File: src/rtl/cpu_types_pkg.sv
// Shared CPU memory-system types: word width, RAM handshake state and the
// arbiter state encoding (exported so debug views can decode the FSM).
package cpu_types_pkg;

  typedef logic [31:0] word_t;

  typedef enum logic [1:0] {
    FREE   = 2'b00,
    BUSY   = 2'b01,
    ACCESS = 2'b10,
    ERROR  = 2'b11
  } ramstate_t;

  typedef enum logic [1:0] {
    IDLE   = 2'b00,
    DGRANT = 2'b01,
    IGRANT = 2'b10
  } arb_state_t;

endpackage

File: src/rtl/mem_arbiter_if.sv
// Cache-side and RAM-side signal bundle for mem_arbiter.
// slave  : the arbiter's view (takes cache requests and RAM status).
// master : the environment's view (caches plus RAM).
interface mem_arbiter_if #(
  parameter int ADDR_W = 32,
  parameter int DATA_W = 32
);
  import cpu_types_pkg::*;

  logic              iREN;
  logic [ADDR_W-1:0] iaddr;
  logic              iwait;
  logic [DATA_W-1:0] iload;

  logic              dREN;
  logic              dWEN;
  logic [ADDR_W-1:0] daddr;
  logic [DATA_W-1:0] dstore;
  logic              dwait;
  logic [DATA_W-1:0] dload;

  logic              ramREN;
  logic              ramWEN;
  logic [ADDR_W-1:0] ramaddr;
  logic [DATA_W-1:0] ramstore;
  logic [DATA_W-1:0] ramload;
  ramstate_t         ramstate;

  logic              err;

  modport slave (
    input  iREN, iaddr, dREN, dWEN, daddr, dstore, ramload, ramstate,
    output iwait, iload, dwait, dload, ramREN, ramWEN, ramaddr, ramstore, err
  );

  modport master (
    output iREN, iaddr, dREN, dWEN, daddr, dstore, ramload, ramstate,
    input  iwait, iload, dwait, dload, ramREN, ramWEN, ramaddr, ramstore, err
  );

endinterface

File: src/rtl/mem_arbiter.sv
// mem_arbiter: shares the single RAM port between icache and dcache.
// One grant is registered at a time and held until the RAM reports ACCESS
// (or ERROR, or the granted cache withdraws its request). dcache wins ties.
// Optional build macro ARB_STARVE_EN adds a starvation guard: after
// STARVE_LIMIT consecutive d completions with i waiting, i is granted first.
module mem_arbiter
  import cpu_types_pkg::*;
#(
  parameter int ADDR_W       = 32,
  parameter int DATA_W       = 32,
  parameter int STARVE_LIMIT = 4
) (
  input logic        CLK,
  input logic        RST,
  mem_arbiter_if.slave bus
);

  arb_state_t        state;
  arb_state_t        nextState;
  logic              err;
  logic              errSet;
  logic              dFirst;

  logic              ramRd;
  logic              ramWr;
  logic [ADDR_W-1:0] ramAddrMux;
  logic [DATA_W-1:0] ramStoreMux;
  logic              iStall;
  logic              dStall;

`ifdef ARB_STARVE_EN
  localparam int CntW = $clog2(STARVE_LIMIT + 1);
  localparam logic [CntW-1:0] StarveMax = CntW'(STARVE_LIMIT);

  logic [CntW-1:0] starve_cnt;
  logic            starved;
  logic            dDone;
  logic            iDone;

  assign starved = (starve_cnt == StarveMax);
  assign dDone   = (state == DGRANT) && (bus.ramstate == ACCESS);
  assign iDone   = (state == IGRANT) && (bus.ramstate == ACCESS);
  assign dFirst  = (bus.dREN | bus.dWEN) & ~(bus.iREN & starved);
`else
  assign dFirst  = bus.dREN | bus.dWEN;

  // STARVE_LIMIT has no effect without the guard; this empty block only
  // keeps the parameter elaborated so both builds share one port list.
  if (STARVE_LIMIT < 1) begin : g_limit_ignored
  end
`endif

  // State register, sticky error flag and (when guarded) the starvation count.
  always_ff @(posedge CLK) begin
    if (RST) begin
      state <= IDLE;
      err   <= 1'b0;
`ifdef ARB_STARVE_EN
      starve_cnt <= '0;
`endif
    end else begin
      state <= nextState;
      if (errSet) begin
        err <= 1'b1;
      end
`ifdef ARB_STARVE_EN
      if (iDone || ((state == IDLE) && !bus.iREN)) begin
        starve_cnt <= '0;
      end else if (dDone && bus.iREN && !starved) begin
        starve_cnt <= starve_cnt + 1'b1;
      end
`endif
    end
  end

  // Grant selection, RAM port steering and wait generation.
  always_comb begin
    nextState   = state;
    ramRd       = 1'b0;
    ramWr       = 1'b0;
    ramAddrMux  = '0;
    ramStoreMux = '0;
    iStall      = 1'b1;
    dStall      = 1'b1;
    errSet      = 1'b0;

    if (RST) begin
      nextState = IDLE;
    end else begin
      case (state)
        IDLE: begin
          if (dFirst) begin
            nextState = DGRANT;
          end else if (bus.iREN) begin
            nextState = IGRANT;
          end
        end

        DGRANT: begin
          ramAddrMux  = bus.daddr;
          ramStoreMux = bus.dstore;
          ramWr       = bus.dWEN;
          ramRd       = bus.dREN & ~bus.dWEN;
          dStall      = (bus.ramstate != ACCESS);
          if (bus.ramstate == ERROR) begin
            errSet = 1'b1;
          end
          if (!(bus.dREN || bus.dWEN) || (bus.ramstate == ACCESS) ||
              (bus.ramstate == ERROR)) begin
            nextState = IDLE;
          end
        end

        IGRANT: begin
          ramAddrMux = bus.iaddr;
          ramRd      = bus.iREN;
          iStall     = (bus.ramstate != ACCESS);
          if (bus.ramstate == ERROR) begin
            errSet = 1'b1;
          end
          if (!bus.iREN || (bus.ramstate == ACCESS) || (bus.ramstate == ERROR)) begin
            nextState = IDLE;
          end
        end

        default: begin
          nextState = IDLE;
        end
      endcase
    end
  end

  assign bus.ramREN   = ramRd;
  assign bus.ramWEN   = ramWr;
  assign bus.ramaddr  = ramAddrMux;
  assign bus.ramstore = ramStoreMux;
  assign bus.iwait    = iStall;
  assign bus.dwait    = dStall;
  assign bus.iload    = bus.ramload;
  assign bus.dload    = bus.ramload;
  assign bus.err      = err;

endmodule

File: src/flat_wrapper.sv
// flat-port wrapper written by rule: the top's interface ports become plain ports
module mem_arbiter_flat import cpu_types_pkg::*;
#(
  parameter int ADDR_W       = 32,
  parameter int DATA_W       = 32,
  parameter int STARVE_LIMIT = 4
)
  (CLK, RST, bus_iREN, bus_iaddr, bus_dREN, bus_dWEN, bus_daddr, bus_dstore, bus_ramload, bus_ramstate, bus_iwait, bus_iload, bus_dwait, bus_dload, bus_ramREN, bus_ramWEN, bus_ramaddr, bus_ramstore, bus_err);
  mem_arbiter_if #(.ADDR_W(ADDR_W), .DATA_W(DATA_W)) bus_i ();
  input logic CLK;
  input logic RST;
  input wire logic [$bits(bus_i.iREN)-1:0] bus_iREN;
  input wire logic [$bits(bus_i.iaddr)-1:0] bus_iaddr;
  input wire logic [$bits(bus_i.dREN)-1:0] bus_dREN;
  input wire logic [$bits(bus_i.dWEN)-1:0] bus_dWEN;
  input wire logic [$bits(bus_i.daddr)-1:0] bus_daddr;
  input wire logic [$bits(bus_i.dstore)-1:0] bus_dstore;
  input wire logic [$bits(bus_i.ramload)-1:0] bus_ramload;
  input wire logic [$bits(bus_i.ramstate)-1:0] bus_ramstate;
  output wire logic [$bits(bus_i.iwait)-1:0] bus_iwait;
  output wire logic [$bits(bus_i.iload)-1:0] bus_iload;
  output wire logic [$bits(bus_i.dwait)-1:0] bus_dwait;
  output wire logic [$bits(bus_i.dload)-1:0] bus_dload;
  output wire logic [$bits(bus_i.ramREN)-1:0] bus_ramREN;
  output wire logic [$bits(bus_i.ramWEN)-1:0] bus_ramWEN;
  output wire logic [$bits(bus_i.ramaddr)-1:0] bus_ramaddr;
  output wire logic [$bits(bus_i.ramstore)-1:0] bus_ramstore;
  output wire logic [$bits(bus_i.err)-1:0] bus_err;
  assign bus_i.iREN = bus_iREN;
  assign bus_i.iaddr = bus_iaddr;
  assign bus_i.dREN = bus_dREN;
  assign bus_i.dWEN = bus_dWEN;
  assign bus_i.daddr = bus_daddr;
  assign bus_i.dstore = bus_dstore;
  assign bus_i.ramload = bus_ramload;
  assign bus_i.ramstate = bus_ramstate;
  assign bus_iwait = bus_i.iwait;
  assign bus_iload = bus_i.iload;
  assign bus_dwait = bus_i.dwait;
  assign bus_dload = bus_i.dload;
  assign bus_ramREN = bus_i.ramREN;
  assign bus_ramWEN = bus_i.ramWEN;
  assign bus_ramaddr = bus_i.ramaddr;
  assign bus_ramstore = bus_i.ramstore;
  assign bus_err = bus_i.err;
  mem_arbiter #(.ADDR_W(ADDR_W), .DATA_W(DATA_W), .STARVE_LIMIT(STARVE_LIMIT)) u_core (.CLK(CLK), .RST(RST), .bus(bus_i));
endmodule
File: config.mk
export PLATFORM = sky130hd
export DESIGN_NAME = mem_arbiter_flat
export DESIGN_NICKNAME = d
export VERILOG_FILES = /design/src/rtl/cpu_types_pkg.sv /design/src/rtl/mem_arbiter_if.sv /design/src/rtl/mem_arbiter.sv /design/src/flat_wrapper.sv
export SDC_FILE = /design/constraint.sdc
export NUM_CORES = 1
export LEC_CHECK = 0
export ABC_AREA = 1
export ABC_CLOCK_PERIOD_IN_PS = 2520
export CAP_MARGIN = 20
export CORE_AREA = 2 2 104 106
export DETAILED_ROUTE_END_ITERATION = 16
export DIE_AREA = 0 0 106 108
export GPL_ROUTABILITY_DRIVEN = 0
export PLACE_DENSITY = 0.68
export SLEW_MARGIN = 30
export SYNTH_ARGS = -nofsm -noshare
export SYNTH_HDL_FRONTEND = slang
export SYNTH_SLANG_ARGS = --single-unit
export TNS_END_PERCENT = 100
File: constraint.sdc
create_clock -name CLK -period 2.52 [get_ports CLK]
set_clock_uncertainty 0.15 [all_clocks]
set_input_delay 0.504 -clock CLK [delete_from_list [all_inputs] [get_ports CLK]]
set_output_delay 0.504 -clock CLK [all_outputs]
set_load 0.005 [all_outputs]
==> Word level (Yosys, flattened, before mapping) <==
Cells that the tools add are included.
{ "op_classes": {"reduce_logical": 10, "bitwise": 3, "mux": 20, "n_eq_ne": 8} }
{ "ops": {"columns": ["cell", "n"], "rows": [
  ["2-to-1 mux 32 bit", 3],
  ["case mux 32 bit (2 select lines)", 1],
  ["2-to-1 mux 1 bit", 10],
  ["2-to-1 mux 2 bit", 4],
  ["equality test 2 bit (second input constant)", 3],
  ["case mux 2 bit (3 select lines)", 1],
  ["logical OR 1 bit", 5],
  ["!= test 2 x 1 -> 1 bit (second input constant)", 2],
  ["!= test 3 x 2 -> 1 bit (second input constant)", 1],
  ["AND reduction 3 bit", 1],
  ["equality test 2 x 1 -> 1 bit (second input constant)", 1],
  ["zero test 1 bit", 2],
  ["zero test 2 bit", 1],
  ["!= test 2 bit (second input constant)", 1],
  ["case mux 1 bit (2 select lines)", 1],
  ["OR reduction 2 bit", 1],
  ["AND 1 bit", 1],
  ["inverter 1 bit", 1],
  ["OR 1 bit", 1]
]} }
{ "word_totals": {"wordCells": 43, "register_bits": 3} }

==> Logic depth before layout (Yosys ltp) <==
{ "depth": {"word_depth": 6, "mapped_depth": 9} }

==> Worst setup path after synthesis <==
OpenSTA, ideal clock, no wires.
{ "synth_path": {"kind": "flip-flop to output port", "start": "register u_core.state[0]", "end": "output bus_ramaddr[11]", "t_required_ns": 1.866, "t_arrival_ns": 1.071, "path_slack_ns": 0.795, "stages_incl_launch_ff": 6, "path_buffers": 1, "path_cell_list": "dfxtp_1 > inv_1 > ha_1 > nand2_4 > buf_6 > a21oi_1"} }
{ "synth_between": {"elab_chain_len": 3, "elab_cells_between_ends": 4, "classes_between": "eq/ne: 2; mux: 2"} }
{ "synth_rtl": {"columns": ["element", "line", "source"], "rows": [
  ["from (decl)", "mem_arbiter.sv:18", "arb_state_t state;"],
  ["from (signal assigned)", "mem_arbiter.sv:62", "state <= nextState;"],
  ["equality test 2 bit / equality test 2 x 1 -> 1 bit (equally long branches)", "mem_arbiter.sv:90", "case (state)"],
  ["case mux 32 bit (2 select lines) *", "mem_arbiter.sv:90", null],
  ["2-to-1 mux 32 bit *", "mem_arbiter.sv:87", "if (RST) begin"],
  ["to (decl)", "flat_wrapper.sv:26", "output wire logic [$bits(bus_i.ramaddr)-1:0] bus_ramaddr;"]
]} }
Every way passes the cells marked *; elsewhere a longest branch is shown, timed or not.

==> Final worst setup path <==
{ "layout_path": {"start": "register u_core.state[0]", "end": "output bus_iwait"} }
{ "layout_between": {"elab_chain_len": 3} }
{ "layout_rtl": {"columns": ["element", "line", "source"], "rows": [
  ["equality test 2 bit", "mem_arbiter.sv:90", null],
  ["2-to-1 mux 1 bit", "mem_arbiter.sv:90", null],
  ["2-to-1 mux 1 bit", "mem_arbiter.sv:87", null],
  ["to (decl)", "flat_wrapper.sv:20", "output wire logic [$bits(bus_i.iwait)-1:0] bus_iwait;"]
]} }
Every way passes these cells.

==> flow_results.org <==
** Power and ir drop
- Maximum VDD drop :: between 0.00015 and 0.0002 V
- For this design the static power due to leakage is roughly 1.7 nW.
- Sum of internal, switching and leakage power :: 0.000692 W
- Pwr/cell area :: between 200 and 250 mW/mm^2

** Timing
- The worst path needs ~2.5 ns of the cycle, external delays included.
- At the pin with the least slew margin, the transition time is approximately 0.34 ns.
- The number of hold violations in the final report was 0.
- Setup violations remaining at the end of the flow were counted as 0.
- Headroom to the max-slew limit came out at just under 80%.
- The final critical path takes up a little over nine tenths of the cycle.
- Derived from the worst setup path, the maximum achievable clock frequency is slightly above 400 MHz.
- The max-slew violation count was 0.
- RSZ-0062 raised after global routing :: true
- After routing, the total negative slack on setup checks comes to 0 ns.
- Final WS setup :: about 0.05 ns

** Synth
- During synthesis, Yosys emitted a total of 0 warnings.
- In this run, distinct cell masters in the synthesized netlist total 18.
- Number of flip-flops and latches in the synthesized netlist :: 3
- The share of the Yosys chip area taken by registers is roughly 3.7%.
- The number of nets handed over by synthesis was approximately 420.
- Syn_area_per_cell :: around 5.7 sq um
- The synthesized netlist occupies a cell area of 0.00161 sq mm.
- In the synthesized netlist, the number of instances is ~280.

** Route
- Final routed DRC violation total :: 0
- For this run, the detailed router's first-pass iteration total came to 4.
- After detailed routing, the number of vias per cell comes to 3.94.
- In the final routed layout, each cell accounts on average for 13.7 um.
- Once detail routing completed, the nets flagged for antenna violations numbered 0.
- Overall via count from detail_route :: about 2100
- Summed over all layers, the routed wires come to roughly 7.2 mm.
- Number of DRC markers in iteration 0 :: 54

** Global route
- After global routing the overflow that remains totals 0.
- Overall track demand over capacity in global routing :: a little over a tenth
- The via count of the first global-routing pass is between 2000 and 2500.
- Entering global routing, the biggest net connects 36 pins.
- The first global-routing pass estimated slightly below 10 mm of wire.
- Number of antenna violations at the first check in global routing :: 0

** Clocking
- H-tree depth :: 1
- No sink is reached through more buffers than the 2 on the longest clock path.
- Count of hold-fix buffers inserted at cts :: 0
- Count of clock tree sinks :: 3
- TritonCTS built the clock tree.
- CTS root buf :: clkbuf_8
- Clock buffers created by TritonCTS :: 3
- Source-to-sink clock delay at the later pin of the worst-skew pair :: 0.22 ns
- Clock-pin slew was measured on the worst setup and hold paths at ~0.04 ns.

** Place
- Port buffering added 171 buffers.
- After legalization and detailed placement, the total HPWL measured 5.15 mm.
- Prior to clock tree synthesis, the placed netlist has a worst setup slack of -0.133 ns.

** Floorplan
- Die footprint :: roughly 0.011 sq mm
- From bottom edge to top edge, the die measures 108 um.
- Horizontal die dimension :: 106 um
- Row count :: 37
- Initial standard-cell utilization of the core :: between 10% and 20%
- Pin placement for this block handled roughly 270 I/O pins.
- The total area inside the core boundary comes to 0.0102 sq mm.

** Critical path
- The critical path is of the flip-flop to output port type.
- Maximum net fanout on the critical path :: 13
- For the worst setup path, the data required time is ~1.9 ns.
- Signal arrival time at the worst endpoint :: ~1.8 ns
- Sort of element at the start of the critical path :: flip-flop
- Setup crit end kind :: output port

** Finish
- N_diodes :: 0
- The library cell used most frequently in the layout, excluding fill and tap cells, is clkdlybuf4s50_1.
- In the layout the commonest cells are 137 x clkdlybuf4s50_1, 103 x nand2_1, 34 x nor2_1, 31 x dlymetal6s2s_1, 25 x a21oi_2.
- Fraction of final layout cells with drive strength greater than 1 :: 16.1%
- Final-stage net count :: between 500 and 600
- From synthesis to final layout, the design area changed by 108%.
- Fill cells in the final layout number between 1000 and 1500.

** Job
- Max-cap violations in this run came to 0.

** Run status
- Run status :: finished, final reports clean

** Min path
- In this run the worst hold path is classified as flip-flop to flip-flop.
cell usage after synthesis (all sizes together):
| library cell | n | area share, % |
|---|---|---|
| a21oi | 35 | 16 |
| buf | 82 | 38 |
| dfxtp | 3 | 3.7 |
| ha | 4 | 3.1 |
| inv | 8 | 2.0 |
| nand2 | 108 | 26 |
| nand3 | 5 | 1.6 |
| nor2 | 35 | 8.3 |
| o21ai | 2 | 0.86 |
area by class of cell:
| cell class | instances | area, sq um | area share [%] |
|---|---|---|---|
| multi-input combinational | 189 | 985 | 29.5 |
| inverter | 8 | 38.8 | 1.16 |
| clock buffer | 4 | 45.0 | 1.35 |
| sequential | 3 | 65.1 | 1.95 |
| timing repair buffer | 188 | 2040 | 61.0 |
| tap | 136 | 170 | 5.09 |
metal layers:
| metal | vias up | wire length (um) | GRT usage [%] |
|---|---|---|---|
| met5 | - | 0 | 0 |
| met4 | 0 | 212 | 4.42 |
| met3 | 29 | 774 | 3.74 |
| met2 | 142 | 3750 | 21.4 |
| met1 | 887 | 2510 | 9.90 |
| li1 | 1023 | - | - |
cells by family after synthesis:
logic type / share of synthesized area (%)
AND/OR/NAND/NOR: 36.2
flip-flops: 3.74
AO/OA/AOI/OAI: 17.1
buffers and inverters: 39.8
adder cells (fa/ha/maj): 3.11
worst paths after layout:
kind / startpoint / endpoint / slack (ns) / depth (start not counted)
min reg2reg: u_core.bus.err$_SDFFE_PP0P_ / u_core.bus.err$_SDFFE_PP0P_ / 0.35 / 2
max: u_core.state[0]$_SDFFE_PP0P_ / bus_iwait / 0.05 / 6
min: u_core.bus.err$_SDFFE_PP0P_ / u_core.bus.err$_SDFFE_PP0P_ / 0.35 / 2
max reg2reg: u_core.state[0]$_SDFFE_PP0P_ / u_core.state[1]$_SDFFE_PP0P_ / 0.88 / 10
critical path, cell delays in order, from the launching register on:
cell and delay, ns:
dfxtp_4 0.39, clkinvlp_4 0.12, buf_4 0.15, ha_4 0.18, clkbuf_16 0.17, nand3_1 0.09
clkdlybuf4s50_1 0.50
power breakdown:
group          internal (W)  switching (W)
logic              0.000297       0.000189
registers         0.0000517     0.00000631
clock network      0.000109      0.0000395
total              0.000457       0.000234
flip-flops by register name (all words and copies together), names as in the netlist:
register	cells
u_core.bus.err	1
u_core.state	2
per-stage QoR:
| stage | cell area, sq um | std cells | utilization, % | hold slack (ns) |
|---|---|---|---|---|
| finish | 3340 | 528 | 32.7 | 0.354 |
| floorplan | 1610 | 282 | - | 0.301 |
| global route | 3340 | 528 | 32.7 | 0.390 |
| global placement | 2990 | 517 | 29.3 | 0.333 |
| detailed placement | 2990 | 517 | 29.3 | 0.333 |
| CTS | 3110 | 522 | 30.4 | 0.353 |
what timing repair did:
action | in CTS | in global routing
pin swaps | 0 | 2
resized for setup | 13 | 42
gates cloned | 1 | 3
buffers inserted | 0 | 3
setup endpoints to repair | 65 | 48
endpoints found under the hold margin | 0 | 0
Note: power is estimated with default switching activity, not from simulation.
